`src/rtl/tpu_thread_rcv_pkg.sv`:
```
// Shared types for tpu_thread_rcv: commit number (pkg_mpu),
// receiver FSM states and header field layout (pkg_tpu).
package pkg_mpu;
    localparam int COMMIT_NO_W = 4;
    typedef logic [COMMIT_NO_W-1:0] commit_no_t;
endpackage

package pkg_tpu;
    localparam int INSTR_W = 32;
    typedef logic [INSTR_W-1:0] instr_t;

    localparam int HDR_ISSUE_LSB = 0;

    typedef enum logic [1:0] {
        IDLE,
        LOAD,
        RUN,
        COMMIT
    } rcv_state_e;

    // The length field sits directly above the issue number.
    function automatic int hdr_len_lsb(input int w_sth);
        return HDR_ISSUE_LSB + w_sth;
    endfunction
endpackage

```
`src/rtl/tpu_thread_rcv_if.sv`:
```
// MPU-side channel of tpu_thread_rcv: word dispatch in,
// busy/commit/drop status out.
interface tpu_thread_rcv_if #(
    parameter int WIDTH_INSTR     = pkg_tpu::INSTR_W,
    parameter int WIDTH_ENTRY_STH = pkg_mpu::COMMIT_NO_W
);
    logic                       I_Req_Instr;
    logic [WIDTH_INSTR-1:0]     I_Instr;
    logic                       O_Busy;
    logic                       O_Req_Commit;
    logic [WIDTH_ENTRY_STH-1:0] O_CommitNo;
    logic [7:0]                 O_Drop_Cnt;

    modport master (
        output I_Req_Instr, I_Instr,
        input  O_Busy, O_Req_Commit, O_CommitNo, O_Drop_Cnt
    );

    modport slave (
        input  I_Req_Instr, I_Instr,
        output O_Busy, O_Req_Commit, O_CommitNo, O_Drop_Cnt
    );
endinterface

```
`src/rtl/tpu_thread_rcv.sv`:
```
// Thread receiver: takes a header + L words from the MPU, fills the
// local imem, starts the core and commits. Option: TPU_RCV_LEN_CHECK_EN.
module tpu_thread_rcv
    import pkg_tpu::*;
#(
    parameter int WIDTH_INSTR     = INSTR_W,
    parameter int WIDTH_ENTRY_STH = pkg_mpu::COMMIT_NO_W,
    parameter int WIDTH_LEN       = 8,
    parameter int IMEM_DEPTH      = 256
) (
    input  logic                          clock,
    input  logic                          reset,
    tpu_thread_rcv_if.slave               mpu,
    output logic                          O_IMem_We,
    output logic [$clog2(IMEM_DEPTH)-1:0] O_IMem_Addr,
    output logic [WIDTH_INSTR-1:0]        O_IMem_Data,
    output logic                          O_Start,
    output logic [WIDTH_LEN-1:0]          O_Length,
    input  logic                          I_Done
`ifdef TPU_RCV_LEN_CHECK_EN
    ,
    output logic                          O_Err
`endif
);
    localparam int ADDR_W  = $clog2(IMEM_DEPTH);
    localparam int LEN_LSB = hdr_len_lsb(WIDTH_ENTRY_STH);

    rcv_state_e                 state_q, state_d;
    logic [WIDTH_ENTRY_STH-1:0] issue_q;
    logic [WIDTH_LEN-1:0]       len_q;
    logic [WIDTH_LEN-1:0]       cnt_q;
    logic                       start_pend_q;
    logic [7:0]                 drop_q;

    logic [WIDTH_ENTRY_STH-1:0] hdr_issue;
    logic [WIDTH_LEN-1:0]       hdr_len;
    logic                       hdr_take;
    logic                       word_take;
    logic                       last_word;
    logic                       busy;

    assign hdr_issue = mpu.I_Instr[HDR_ISSUE_LSB +: WIDTH_ENTRY_STH];
    assign hdr_len   = mpu.I_Instr[LEN_LSB +: WIDTH_LEN];

`ifdef TPU_RCV_LEN_CHECK_EN
    localparam logic [WIDTH_LEN:0] DEPTH_L = IMEM_DEPTH[WIDTH_LEN:0];
    logic hdr_bad;
`endif

    always_comb begin
        state_d   = state_q;
        hdr_take  = 1'b0;
        word_take = 1'b0;
        last_word = 1'b0;
`ifdef TPU_RCV_LEN_CHECK_EN
        hdr_bad   = 1'b0;
`endif
        unique case (state_q)
            IDLE: begin
                if (mpu.I_Req_Instr) begin
`ifdef TPU_RCV_LEN_CHECK_EN
                    if (hdr_len == '0 ||
                        {1'b0, hdr_len} > DEPTH_L) begin
                        hdr_bad = 1'b1;
                    end else begin
                        hdr_take = 1'b1;
                        state_d  = LOAD;
                    end
`else
                    // An empty thread still owes the MPU a commit.
                    hdr_take = 1'b1;
                    state_d  = (hdr_len == '0) ? COMMIT : LOAD;
`endif
                end
            end
            LOAD: begin
                if (mpu.I_Req_Instr) begin
                    word_take = 1'b1;
                    if (cnt_q == len_q - 1'b1) begin
                        last_word = 1'b1;
                        state_d   = RUN;
                    end
                end
            end
            RUN: begin
                if (I_Done) state_d = COMMIT;
            end
            COMMIT: state_d = IDLE;
            default: state_d = IDLE;
        endcase
    end

    assign busy = (state_q == RUN) || (state_q == COMMIT);

    always_ff @(posedge clock) begin
        if (reset) begin
            state_q      <= IDLE;
            issue_q      <= '0;
            len_q        <= '0;
            cnt_q        <= '0;
            start_pend_q <= 1'b0;
            drop_q       <= '0;
            O_IMem_We    <= 1'b0;
            O_IMem_Addr  <= '0;
            O_IMem_Data  <= '0;
            O_Start      <= 1'b0;
`ifdef TPU_RCV_LEN_CHECK_EN
            O_Err        <= 1'b0;
`endif
        end else begin
            state_q      <= state_d;
            O_IMem_We    <= word_take;
            // Start trails the last write by one cycle.
            start_pend_q <= last_word;
            O_Start      <= start_pend_q;
`ifdef TPU_RCV_LEN_CHECK_EN
            O_Err        <= hdr_bad;
`endif
            if (hdr_take) begin
                issue_q <= hdr_issue;
                len_q   <= hdr_len;
                cnt_q   <= '0;
            end
            if (word_take) begin
                O_IMem_Addr <= cnt_q[ADDR_W-1:0];
                O_IMem_Data <= mpu.I_Instr;
                cnt_q       <= cnt_q + 1'b1;
            end
            if (mpu.I_Req_Instr && busy && drop_q != 8'hFF) begin
                drop_q <= drop_q + 8'd1;
            end
        end
    end

    assign O_Length         = len_q;
    assign mpu.O_Busy       = busy;
    assign mpu.O_Req_Commit = (state_q == COMMIT);
    assign mpu.O_CommitNo   = issue_q;
    assign mpu.O_Drop_Cnt   = drop_q;
endmodule

```
`src/flat_wrapper.sv`:
```
// flat-port wrapper written by rule: the top's interface ports become plain ports
module tpu_thread_rcv_flat import pkg_tpu::*;
#(
    parameter int WIDTH_INSTR     = INSTR_W,
    parameter int WIDTH_ENTRY_STH = pkg_mpu::COMMIT_NO_W,
    parameter int WIDTH_LEN       = 8,
    parameter int IMEM_DEPTH      = 256
)
  (clock, reset, O_IMem_We, O_IMem_Addr, O_IMem_Data, O_Start, O_Length, I_Done, mpu_I_Req_Instr, mpu_I_Instr, mpu_O_Busy, mpu_O_Req_Commit, mpu_O_CommitNo, mpu_O_Drop_Cnt);
  tpu_thread_rcv_if #(.WIDTH_INSTR(WIDTH_INSTR), .WIDTH_ENTRY_STH(WIDTH_ENTRY_STH)) mpu_i ();
  input  logic clock;
  input  logic reset;
  output logic O_IMem_We;
  output logic [$clog2(IMEM_DEPTH)-1:0] O_IMem_Addr;
  output logic [WIDTH_INSTR-1:0] O_IMem_Data;
  output logic O_Start;
  output logic [WIDTH_LEN-1:0] O_Length;
  input  logic I_Done;
  input wire logic [$bits(mpu_i.I_Req_Instr)-1:0] mpu_I_Req_Instr;
  input wire logic [$bits(mpu_i.I_Instr)-1:0] mpu_I_Instr;
  output wire logic [$bits(mpu_i.O_Busy)-1:0] mpu_O_Busy;
  output wire logic [$bits(mpu_i.O_Req_Commit)-1:0] mpu_O_Req_Commit;
  output wire logic [$bits(mpu_i.O_CommitNo)-1:0] mpu_O_CommitNo;
  output wire logic [$bits(mpu_i.O_Drop_Cnt)-1:0] mpu_O_Drop_Cnt;
  assign mpu_i.I_Req_Instr = mpu_I_Req_Instr;
  assign mpu_i.I_Instr = mpu_I_Instr;
  assign mpu_O_Busy = mpu_i.O_Busy;
  assign mpu_O_Req_Commit = mpu_i.O_Req_Commit;
  assign mpu_O_CommitNo = mpu_i.O_CommitNo;
  assign mpu_O_Drop_Cnt = mpu_i.O_Drop_Cnt;
  tpu_thread_rcv #(.WIDTH_INSTR(WIDTH_INSTR), .WIDTH_ENTRY_STH(WIDTH_ENTRY_STH), .WIDTH_LEN(WIDTH_LEN), .IMEM_DEPTH(IMEM_DEPTH)) u_core (.clock(clock), .reset(reset), .mpu(mpu_i), .O_IMem_We(O_IMem_We), .O_IMem_Addr(O_IMem_Addr), .O_IMem_Data(O_IMem_Data), .O_Start(O_Start), .O_Length(O_Length), .I_Done(I_Done));
endmodule
```
`config.mk`:
```
export PLATFORM = sky130hd
export DESIGN_NAME = tpu_thread_rcv_flat
export DESIGN_NICKNAME = d
export VERILOG_FILES = /design/src/rtl/tpu_thread_rcv_pkg.sv /design/src/rtl/tpu_thread_rcv_if.sv /design/src/rtl/tpu_thread_rcv.sv /design/src/flat_wrapper.sv
export SDC_FILE = /design/constraint.sdc
export NUM_CORES = 1
export LEC_CHECK = 0
export BUFFER_PORTS_ARGS = -buffer_cell sky130_fd_sc_hd__buf_2
export CAP_MARGIN = 20
export CELL_PAD_IN_SITES_DETAIL_PLACEMENT = 2
export CELL_PAD_IN_SITES_GLOBAL_PLACEMENT = 2
export CORE_MARGIN = 3
export CORE_UTILIZATION = 28
export DETAILED_ROUTE_END_ITERATION = 6
export HOLD_SLACK_MARGIN = 0.1
export PLACE_DENSITY_LB_ADDON = 0.1
export SETUP_SLACK_MARGIN = 0.5
export SYNTH_ARGS = -nofsm -noshare
export SYNTH_HDL_FRONTEND = slang
export SYNTH_SLANG_ARGS = --single-unit
export TNS_END_PERCENT = 10
```
`constraint.sdc`:
```
create_clock -name clock -period 2.5 [get_ports clock]
set_input_delay 0.5 -clock clock [delete_from_list [all_inputs] [get_ports clock]]
set_output_delay 0.5 -clock clock [all_outputs]
set_load 0.05 [all_outputs]
```
Word level (Yosys, flattened, before mapping). Index checks and enable logic that the tools add are counted.

Logic and storage cells: 44. Output and inout port bits: 64. Register bits after elaboration: 73.

Multiplexer cells: 12. Reduce and logical (&&, ||, !) cells: 8. Equality and inequality tests: 9. Bitwise operators: 2. Add/subtract/negate cells: 3.

Operators with widths (number): adder 8 x 1 -> 8 bit, second input constant (2); 2-to-1 mux 8 bit (2); 2-to-1 mux 2 bit (5); == test 8 bit (1); logical NOT 8 bit (1); inequality test 8 bit, second input constant (1); one-hot mux 2 bit (4 select lines) (1); subtractor 8 x 1 -> 8 bit, second input constant (1); inequality test 2 bit, second input constant (3); == test 2 bit, second input constant (2); 2-to-1 mux 1 bit (4); AND reduction 4 bit (1); OR reduction 3 bit (1); == test 2 x 1 -> 1 bit, second input constant (1); logical AND 1 bit (2); logical NOT 2 bit (1); inequality test 2 x 1 -> 1 bit, second input constant (1); inverter 1 bit (2); nonzero test 2 bit (1); logical OR 1 bit (1).

Longest topological paths before layout.
Word-level depth: 5. Gate-level depth with buffers: 8. Gate-level depth less buffers: 8.

Least setup slack after synthesis. No wires, ideal clock.

Path kind: register to register. From: register u_core.len_q[0], in the netlist u_core.O_Length[0]. To: register u_core.state_q[0]. Path slack: 0.351 ns. Data required time: 2.440 ns. Path buffers: 0. Arrival: 2.089 ns. Clock period less this slack: 2.149 ns. Cell stages (with the launch flop): 8. Cells stage by stage: dfxtp_1 -> inv_1 -> ha_1 -> xnor2_1 -> a2111oi_4 -> nand4_2 -> o32ai_2 -> o221a_1.

Longest elaborated chain between the ends: 4.

Ends and longest elaborated chain: start, declared (line tpu_thread_rcv.sv:30) `logic [WIDTH_LEN-1:0] len_q;`; start signal, assigned (line tpu_thread_rcv.sv:121) `len_q <= hdr_len;`; subtractor 8 x 1 -> 8 bit (line tpu_thread_rcv.sv:79) `if (cnt_q == len_q - 1'b1) begin`; == test 8 bit (line tpu_thread_rcv.sv:79); inequality test 2 x 1 -> 1 bit (no line); AND reduction 4 bit (no line); end signal, assigned (line tpu_thread_rcv.sv:111) `state_q <= state_d;`; end, declared (line tpu_thread_rcv.sv:28) `rcv_state_e state_q, state_d;`.

No other way between the ends. A chain may end at the register's enable or synchronous reset.

Worst setup path after layout.
From: register u_core.len_q[0], in the netlist u_core.O_Length[0]. To: register u_core.state_q[1].

Same word-level chain as after synthesis.

==> results summary <==
The count of buffers inserted at the top-level ports is 99. The fraction of layout cells with a size suffix above 1 came out at between 20 and 30%. The final critical-path required period came out at 2000 ps. For this run, global-route usage on met1 was measured as about a fifth.

The TritonCTS sink count is 73. The run finished with clean final reports. The number of distinct standard cells referenced by the synthesized netlist came out at 37.

The remaining max-slew budget at the tightest pin came out at about 56%. The number of enable-type register cells in the synthesized netlist came out at 0. The number of global-route vias before repair came out at about 3,200. The synthesized design contains 73 register bits. The total global routing track utilization is roughly 16%. The maximum level of the CTS H-tree came out at 3. The number of nets still failing antenna checks after routing is 0. The placeable core area is about 11,000 sq um. The endpoint arrival time on the critical path is 2280 ps. After layout, the worst path uses approximately 80% of the clock period. The number of diodes came out at 0. The post-detailed-route wirelength per cell is 15.8 microns.

The area taken by flip-flops and latches is approximately 1500 sq um. After detailed routing, the number of remaining DRC violations is 0. The clock insertion delay at the later pin of the skew report is 350 ps. The initial antenna violation count came out at 0. The worst setup path is captured at a register. The critical path in this run is classified as reg -> reg.

Of all nets on the critical path, the largest fanout is 5. The upper clock frequency limit came out at 500 MHz. The internal power of the cells came out at about 2300 uW.

The total count of hold-check failures in the final report came out at 0. The proportion of synthesized chip area in sequential cells is 47.2%. The total CTS buffers is 9. The number of max-slew violations in the final report was 0. The worst setup path is launched from a register. The net total in the final layout is about 520.

The number of DRC violations after detailed-routing iteration 0 is slightly below 100. The max-capacitance violation count is 0. The number of buffers between clock root and the deepest sink is 2. TritonCTS built the clock tree. Net switching is a little over two fifths of the power. The total negative slack came out at 0 ps. The final estimated routing congestion in global placement came out at just over 0.7. The leakage component of the power came out at ~0.0017 uW. After detailed routing, the total wire length is approximately 9800 microns. In the synthesized netlist the async set-or-reset flop fraction comes to 0%. The die width is 111 microns. The most used routing layer is met2. 100 I/O pins were placed. Summing over every cut layer, the via total after detailed routing is ~3,000. Clock-pin slew was measured on the worst setup and hold paths at approximately 80 ps. The HPWL after detailed placement is approximately 7000 microns. Dividing total power by cell area gives a power density of between 900 and 1000 nW/um^2.

The leading register cell type out of synthesis is sky130_fd_sc_hd__dfxtp_1. The placed instance count is approximately 600. The layout has 1,232 filler cells. For this run, the number of Yosys warnings is 0. The hold buffer count at cts came out at 0. The worst IR drop on VDD is 0.359 mV. Global routing consumed, on the met3 layer, about 4.0% of the routing resources. The die covers roughly 12,000 sq um. The worst endpoint required time is 2780 ps.

The largest individual stage delay along the critical path comes from the cell sky130_fd_sc_hd__or3b_4. The clock network burns around a quarter of the power. Using the TritonRoute via totals, the vias-per-cell ratio works out to 4.78. The post-synthesis cell area is a little over 3000 sq um.

Combinational cells account for about two fifths of the total power. The first-pass GRT wire length came out at roughly 17,000 microns. The area used by multi-input combinational logic is between 1500 and 2000 sq um.

The initial core utilization came out at between 20 and 30%. The number of setup violations in the final report is 0. CTS placed an instance of sky130_fd_sc_hd__clkbuf_8 at the clock tree root. The synthesized net count came out at between 400 and 500. The total overflow reported by the global router is 0.

The cell row count came out at 37. Walking the worst path, the cells encountered are inv_1 -> ha_2 -> or3b_4 -> a2111oi_4 -> nand4_2 -> o32ai_4 -> mux2i_1. In this design, the stage delay of the slowest critical-path cell is roughly 410 ps. The clock skew is 4.68 ps. The floorplan step set the die height to ~110 microns. The measured slew at the worst slew-check pin came out at between 600 and 700 ps. Setup repair after global routing could not meet its margin everywhere.

The mean instance size in the synthesized netlist came out at 8.05 sq um. The net switching power figure came out at between 1500 and 2000 uW. The worst hold path belongs to the class in -> reg. The number of iterations in the first detailed-routing pass came out at 4. Entering global routing, the biggest net connects 34 pins. The count of mapped cells out of synthesis came out at between 300 and 400. The global routing met2 resource utilization came out at between 20% and 30%. The finished layout holds 620 standard cells, fillers aside.

The power share of the sequential group came out at 35.8%. The layout overhead on the synthesized area came out at 29.3%.
[worst max-delay path, delay by kind of cell (launching register included)]
family | cells | cell delay (ps)
AND/OR/NAND/NOR | 2 | 630
AO/OA/AOI/OAI | 2 | 470
flip-flops | 1 | 370
buffers and inverters | 1 | 60
multiplexers | 1 | 210
adder cells (fa/ha/maj) | 1 | 200
[placed cells by master, fill, tap and decap left out, types with 5 or more instances in the layout]
master,netlist,final
sky130_fd_sc_hd__nand3_1,6,6
sky130_fd_sc_hd__dfxtp_1,73,71
sky130_fd_sc_hd__nor2_1,28,28
sky130_fd_sc_hd__inv_1,5,5
sky130_fd_sc_hd__buf_4,0,7
sky130_fd_sc_hd__a22oi_1,6,6
sky130_fd_sc_hd__a21oi_1,54,54
sky130_fd_sc_hd__xnor2_1,11,11
sky130_fd_sc_hd__xor2_1,6,6
sky130_fd_sc_hd__nor2b_1,7,7
sky130_fd_sc_hd__ha_1,8,6
sky130_fd_sc_hd__o21ai_0,5,5
sky130_fd_sc_hd__clkbuf_8,0,9
sky130_fd_sc_hd__buf_2,0,98
sky130_fd_sc_hd__nand2_1,113,113
[power by group through the flow]
stage | sequential [uW] | combinational [uW] | clock, uW
2_1_floorplan | 1860 | 678 | 0
3_3_place_gp | 1440 | 1460 | 0
3_5_place_dp | 1450 | 1490 | 0
4_1_cts | 1430 | 1550 | 1080
5_1_grt | 1450 | 1660 | 1130
6_report | 1430 | 1520 | 1040
[flip-flops by register name, indices dropped and copies added (netlist names)]
register,cells
u_core.O_IMem_We,1
u_core.mpu.O_CommitNo,4
u_core.mpu.O_Drop_Cnt,8
u_core.O_IMem_Addr,8
u_core.cnt_q,8
u_core.start_pend_q,1
u_core.O_IMem_Data,32
u_core.O_Length,8
u_core.O_Start,1
u_core.state_q,2
[per-stage QoR]
step	total power [uW]	util (%)	cell area, sq um	hold WS (ps)	setup slack, ps
2_1_floorplan	2540	-	3100	414	386
5_1_grt	4240	37.9	4000	363	394
3_5_place_dp	2940	35.4	3730	429	423
3_3_place_gp	2910	35.4	3730	424	504
6_report	3980	37.9	4000	383	500
4_1_cts	4050	37.9	4000	359	485
[metal layers]
metal / vias to the layer above / part of all wire [%]
li1: 1460 / -
met1: 1432 / 46
met2: 61 / 48
met3: 12 / 4.2
met4: 0 / 1.5
met5: - / 0
[cells by family (layout without fill, tap and decap cells)]
| logic type | after synthesis | count (layout) | share of synthesized area [%] |
|---|---|---|---|
| and+or+nand+nor | 179 | 179 | 25.3 |
| xor gates and xnor gates | 17 | 17 | 4.81 |
| DFF | 73 | 73 | 47.2 |
| adders and majority gates | 8 | 8 | 3.24 |
| AOI/OAI and AO/OA | 74 | 74 | 14.3 |
| buffers and inverters | 28 | 128 | 3.40 |
| muxes | 5 | 5 | 1.70 |
[cell type report]
cell class,instances,share of cell area [%]
Clock inverter,7,2.38
Timing Repair Buffer,107,14.4
Clock buffer,9,3.10
Multi-Input combinational cell,283,38.8
Sequential cell,73,36.7
Inverter,5,0.469
Tap cell,136,4.25
[final timing paths]
| path | startpoint | to | slack [ps] | cells after the start |
|---|---|---|---|---|
| min | mpu_I_Instr[27] | u_core.O_IMem_Data[27] | 380 | 3 |
| max reg2reg | u_core.O_Length[0] | u_core.state_q[1] | 500 | 7 |
| min reg2reg | u_core.start_pend_q | u_core.O_Start | 450 | 1 |
| max | u_core.O_Length[0] | u_core.state_q[1] | 500 | 7 |
[timing repair]
| action | CTS | global route |
|---|---|---|
| buffers inserted | 2 | 0 |
| resized for setup | 7 | 1 |
| endpoints found under the setup margin | 3 | 17 |
| pin swaps | 3 | 0 |
[synth_stat cells, types with 3 or more instances]
cell,count,share of area [%]
sky130_fd_sc_hd__a21oi_1,54,8.7
sky130_fd_sc_hd__a22oi_1,6,1.5
sky130_fd_sc_hd__and2_1,3,0.61
sky130_fd_sc_hd__and3_1,4,0.81
sky130_fd_sc_hd__clkbuf_1,23,2.8
sky130_fd_sc_hd__dfxtp_1,73,47
sky130_fd_sc_hd__ha_1,8,3.2
sky130_fd_sc_hd__inv_1,5,0.61
sky130_fd_sc_hd__mux2i_1,3,0.97
sky130_fd_sc_hd__nand2_1,113,14
sky130_fd_sc_hd__nand3_1,6,0.97
sky130_fd_sc_hd__nor2_1,28,3.4
sky130_fd_sc_hd__nor2b_1,7,1.4
sky130_fd_sc_hd__o21ai_0,5,0.81
sky130_fd_sc_hd__xnor2_1,11,3.1
sky130_fd_sc_hd__xor2_1,6,1.7
Note: power is estimated with default switching activity, not from simulation.
